## config.mk

```make
export PLATFORM = sky130hd
export DESIGN_NAME = vga_timing
export DESIGN_NICKNAME = d
export VERILOG_FILES = /design/src/rtl/vga_timing.sv
export SDC_FILE = /design/constraint.sdc
export NUM_CORES = 1
export LEC_CHECK = 0
export CAP_MARGIN = 20
export CORE_UTILIZATION = 25
export CTS_CLUSTER_DIAMETER = 80
export DETAILED_ROUTE_END_ITERATION = 10
export GPL_ROUTABILITY_DRIVEN = 0
export MAX_ROUTING_LAYER = met4
export PLACE_DENSITY = 0.5
export SETUP_SLACK_MARGIN = 0.15
export SLEW_MARGIN = 0
export SYNTH_ARGS = -nofsm -noshare
export SYNTH_HDL_FRONTEND = slang
export SYNTH_SLANG_ARGS = --single-unit
```

## constraint.sdc

```tcl
create_clock -name clk -period 3.15 [get_ports clk]
set_clock_uncertainty 0.1 [all_clocks]
set_input_delay 0.63 -clock clk [delete_from_list [all_inputs] [get_ports clk]]
set_output_delay 0.63 -clock clk [all_outputs]
set_load 0.01 [all_outputs]
```

## src/rtl/vga_timing.sv

```systemverilog
// Raster timing generator: free-running pixel/line counters, sync and blank
// strobes delayed to line up with the registered, blank-masked colour output.
module vga_timing #(
  parameter int H_VISIBLE    = 640,
  parameter int H_FRONT      = 16,
  parameter int H_SYNC       = 96,
  parameter int H_BACK       = 48,
  parameter int V_VISIBLE    = 480,
  parameter int V_FRONT      = 10,
  parameter int V_SYNC       = 2,
  parameter int V_BACK       = 33,
  parameter int DRAW_LATENCY = 1
) (
  input  logic        clk,
  input  logic        reset,
  input  logic [7:0]  RGBin,
  output logic [10:0] pixelX,
  output logic [10:0] pixelY,
  output logic        startOfFrame,
  output logic        hsync,
  output logic        vsync,
  output logic        blank,
  output logic [3:0]  red,
  output logic [3:0]  green,
  output logic [3:0]  blue
);

  localparam int H_TOTAL = H_VISIBLE + H_FRONT + H_SYNC + H_BACK;
  localparam int V_TOTAL = V_VISIBLE + V_FRONT + V_SYNC + V_BACK;
  localparam int PIPE    = DRAW_LATENCY + 1;

  localparam logic [10:0] H_LAST   = 11'(H_TOTAL - 1);
  localparam logic [10:0] V_LAST   = 11'(V_TOTAL - 1);
  localparam logic [10:0] H_VIS    = 11'(H_VISIBLE);
  localparam logic [10:0] V_VIS    = 11'(V_VISIBLE);
  localparam logic [10:0] HS_START = 11'(H_VISIBLE + H_FRONT);
  localparam logic [10:0] HS_END   = 11'(H_VISIBLE + H_FRONT + H_SYNC);
  localparam logic [10:0] VS_START = 11'(V_VISIBLE + V_FRONT);
  localparam logic [10:0] VS_END   = 11'(V_VISIBLE + V_FRONT + V_SYNC);

  logic [10:0] x_q, x_d;
  logic [10:0] y_q, y_d;
  logic        x_wrap;

  always_comb begin
    x_wrap = (x_q == H_LAST);
    x_d    = x_wrap ? 11'd0 : x_q + 11'd1;
    y_d    = y_q;
    if (x_wrap) begin
      y_d = (y_q == V_LAST) ? 11'd0 : y_q + 11'd1;
    end
  end

  always_ff @(posedge clk) begin
    if (reset) begin
      x_q <= 11'd0;
      y_q <= 11'd0;
    end else begin
      x_q <= x_d;
      y_q <= y_d;
    end
  end

  logic hs_raw, vs_raw, bl_raw;

  always_comb begin
    hs_raw = !((x_q >= HS_START) && (x_q < HS_END));
    vs_raw = !((y_q >= VS_START) && (y_q < VS_END));
    bl_raw = (x_q >= H_VIS) || (y_q >= V_VIS);
  end

  // Stage 0 holds the strobe for the current counter value; the last stage
  // lines up with the colour register fed by the downstream drawing pipeline.
  logic [PIPE-1:0] hs_pipe_q, hs_pipe_d;
  logic [PIPE-1:0] vs_pipe_q, vs_pipe_d;
  logic [PIPE-1:0] bl_pipe_q, bl_pipe_d;

  always_comb begin
    hs_pipe_d    = hs_pipe_q;
    vs_pipe_d    = vs_pipe_q;
    bl_pipe_d    = bl_pipe_q;
    hs_pipe_d[0] = hs_raw;
    vs_pipe_d[0] = vs_raw;
    bl_pipe_d[0] = bl_raw;
    for (int i = 1; i < PIPE; i++) begin
      hs_pipe_d[i] = hs_pipe_q[i-1];
      vs_pipe_d[i] = vs_pipe_q[i-1];
      bl_pipe_d[i] = bl_pipe_q[i-1];
    end
  end

  always_ff @(posedge clk) begin
    if (reset) begin
      hs_pipe_q <= '1;
      vs_pipe_q <= '1;
      bl_pipe_q <= '1;
    end else begin
      hs_pipe_q <= hs_pipe_d;
      vs_pipe_q <= vs_pipe_d;
      bl_pipe_q <= bl_pipe_d;
    end
  end

  logic [11:0] rgb_q, rgb_d;

  // 3/3/2-bit channels widened to 4 bits by replicating their top bits.
  always_comb begin
    rgb_d = {RGBin[7:5], RGBin[7], RGBin[4:2], RGBin[4], RGBin[1:0], RGBin[1:0]};
  end

  always_ff @(posedge clk) begin
    if (reset) begin
      rgb_q <= 12'd0;
    end else begin
      rgb_q <= rgb_d;
    end
  end

  always_comb begin
    pixelX = x_q;
    pixelY = y_q;
    hsync  = hs_pipe_q[PIPE-1];
    vsync  = vs_pipe_q[PIPE-1];
    blank  = bl_pipe_q[PIPE-1];
    red    = blank ? 4'd0 : rgb_q[11:8];
    green  = blank ? 4'd0 : rgb_q[7:4];
    blue   = blank ? 4'd0 : rgb_q[3:0];
  end

  // Gated by reset so the origin cycle right after reset release already
  // reports a frame start, while cycles spent inside reset never do.
  always_comb begin
    startOfFrame = !reset && (x_q == 11'd0) && (y_q == 11'd0);
  end

endmodule
```

==> flow_metrics.env <==
export IMPL_wl_per_cell_um=12.4
export IMPL_ys_types=40
export IMPL_status="finished clean"
export IMPL_cts_htree_levels=2
export IMPL_grt_overflow_total=0
export IMPL_dieWidth_um=83.6
export IMPL_tns_ps=0
export IMPL_syn_nets=206
export IMPL_area_growth_pct=37.2
export IMPL_required_ps=2420
export IMPL_pin_count=48
export IMPL_synth_top_cell_area_share=0.432
export IMPL_initialDrtViolationCount=105
export IMPL_numCtsBuffers=5
export IMPL_maxCapViolations=0
export IMPL_cp_start_kind="input pin"
export IMPL_cts_clk_slew_worst_paths_ps=70
export IMPL_pre_cts_ws_ps=211
export IMPL_hold_buffers=0
export IMPL_min_period_ps=2840
export IMPL_hpwl_mm=2.77
export IMPL_postCtsResizedCells=0
export IMPL_grt_pass1_wl_mm=6.38
export IMPL_hold_violations=0
export IMPL_nNetsFinal=250
export IMPL_crit_path_end_kind="output port"
export IMPL_drt_pass1_iterations=4
export IMPL_netlist_area_um2=1670
export IMPL_mostFrequentLayoutCell="clkdlybuf4s50_1"
export IMPL_slowest_delay_ps=560
export IMPL_p_per_area_nw_per_um2=375
export IMPL_initial_core_util=0.261
export IMPL_peakVddDrop_mv=0.181
export IMPL_seq_area_frac_synth=0.432
export IMPL_rows=29
export IMPL_syn_mean_instance_area_um2=8.73
export IMPL_die_height_um=83.6
export IMPL_rsz0062_at_grt="no"
export IMPL_routed_via_density=4.70
export IMPL_die_area_um2=7000
export IMPL_grt_pass1_vias=1298
export IMPL_final_cell_mix="47 x clkdlybuf4s50_1, 36 x dfxtp_1, 18 x nor2b_1"
export IMPL_vias=1470
export IMPL_max_freq_mhz=352
export IMPL_cp_cell_sequence="clkdlybuf4s50_1 -> nor4_2 -> nand3_1 -> nor2_1 -> clkdlybuf4s50_1"
export IMPL_drc_errors=0
export IMPL_core_um2=6390
export IMPL_clock_sinks=36
export IMPL_slew_headroom=0.513
export IMPL_hp_class="flop to flop"
export IMPL_insertion_delay_ps=280
export IMPL_crit_path_frequent_cell="clkdlybuf4s50_1"
export IMPL_grt_antenna_before_repair=0
export IMPL_synth_top_area_cell="dfxtp_1"
export IMPL_tightest_slew_ps=724
export IMPL_worst_path_max_fanout=2
export IMPL_tritoncts="built"
export IMPL_critPathKind="input pin to output port"
export IMPL_setup_violations=0
export IMPL_port_buffers=47
export IMPL_fin_ws_ps=306
export IMPL_cts_max_path_buffers=2
export IMPL_report_final_slew_viol_count=0
export IMPL_synth_area_leaders="dfxtp_1 43%, nor2b_1 7.1%, nand3_1 3.9%, ha_1 3.8%, nor2_1 3.6%"
export IMPL_grt_usage=0.117
export IMPL_root_buffer="clkbuf_8"
export IMPL_wl_mm=3.88
export IMPL_ys_warn_count=0
export IMPL_critical_path_slowest_cell="clkdlybuf4s50_1"
export IMPL_critPathTopFamily="buffers and inverters"
export IMPL_post_route_period_util=0.903
export IMPL_yosys_register_bits=36
export IMPL_grt_start_max_net_pins=30
export IMPL_cts_setup_buffers=0
export IMPL_crit_buf_inv=2
export IMPL_power_leakage_nw=0.782
export IMPL_drive_gt1_frac=0.0763
export IMPL_critPathArrivalTime_ps=2110
export IMPL_netlist_instances=191
export IMPL_diodes=0
export IMPL_final_antenna_net_count=0
-- Yosys cell counts (all sizes together) --
| library cell | n |
|---|---|
| o31ai | 1 |
| a41oi | 1 |
| inv | 10 |
| o2111ai | 1 |
| nand3b | 1 |
| and3 | 3 |
| o21bai | 1 |
| nor3 | 3 |
| and2 | 1 |
| ha | 5 |
| a32oi | 1 |
| a211oi | 2 |
| and4 | 2 |
| a31oi | 1 |
| o32ai | 2 |
| a21oi | 11 |
| dfxtp | 36 |
| or2 | 3 |
| or4 | 4 |
| o21ai | 5 |
| nand4 | 4 |
| nand2b | 1 |
| nor3b | 1 |
| nor4b | 2 |
| nand2 | 6 |
| nand4b | 2 |
| xnor2 | 6 |
| or3 | 3 |
| clkbuf | 7 |
| or4b | 2 |
| mux2i | 1 |
| xor2 | 4 |
| nor2b | 19 |
| buf | 6 |
| nor2 | 16 |
| nor4 | 4 |
| nand3 | 13 |
-- final cells by class --
type                    instances  area, µm²
fillers                       673       4100
multi-input cells             132        851
flip-flops and latches         36        721
well taps                      77       96.3
clock inverters                 3       18.8
clock buffers                   5       68.8
inverters                      10       37.5
repair buffers                 50        493
-- registers in the layout, indices dropped and copies added (netlist names) --
register   cells
bl_pipe_q      2
pixelX        11
vs_pipe_q      2
rgb_q          8
pixelY        11
hs_pipe_q      2
-- layer usage --
layer | track usage | up-vias | share of wire
met3 | 0.0326 | 4 | 0.058
met1 | 0.164 | 665 | 0.51
met4 | 0.0324 | 0 | 0.0082
li1 | - | 756 | -
met2 | 0.164 | 45 | 0.42
met5 | - | - | 0
-- cells by family after synthesis --
group	Yosys count	synth area share
and+or+nand+nor	90	0.313
DFF	36	0.432
AOI/OAI and AO/OA	26	0.0961
buffers and inverters	23	0.0623
xor gates and xnor gates	10	0.0526
adders and majority gates	5	0.0375
muxes	1	0.00601
-- where the power goes --
group / switching (mW) / leakage (nW) / internal [mW] / total (mW)
logic: 0.0254 / 0.440 / 0.0372 / 0.0626
clock network: 0.168 / 0.0479 / 0.154 / 0.322
registers: 0.00740 / 0.294 / 0.465 / 0.472
total: 0.201 / 0.782 / 0.656 / 0.857
-- path summary, 6_finish.rpt --
kind	slack [ps]	depth (start not counted)	from	end
worst max-delay path	310	5	reset	startOfFrame
worst min-delay path	310	1	vs_pipe_q[0]	vs_pipe_q[1]
worst max register to register	620	4	pixelX[6]	pixelY[8]
worst min register to register	310	1	vs_pipe_q[0]	vs_pipe_q[1]
-- per-stage QoR --
step	cells	hold WS (ps)	cell area [µm²]	util	power, mW
final	313	311	2290	0.358	0.857
after global routing	313	325	2290	0.358	0.901
after CTS	313	312	2280	0.357	0.875
after detailed placement	305	294	2190	0.343	0.546
after global placement	305	291	2190	0.343	0.546
after floorplan	191	289	1670	-	0.511
Power figures use the tool's default switching activity.
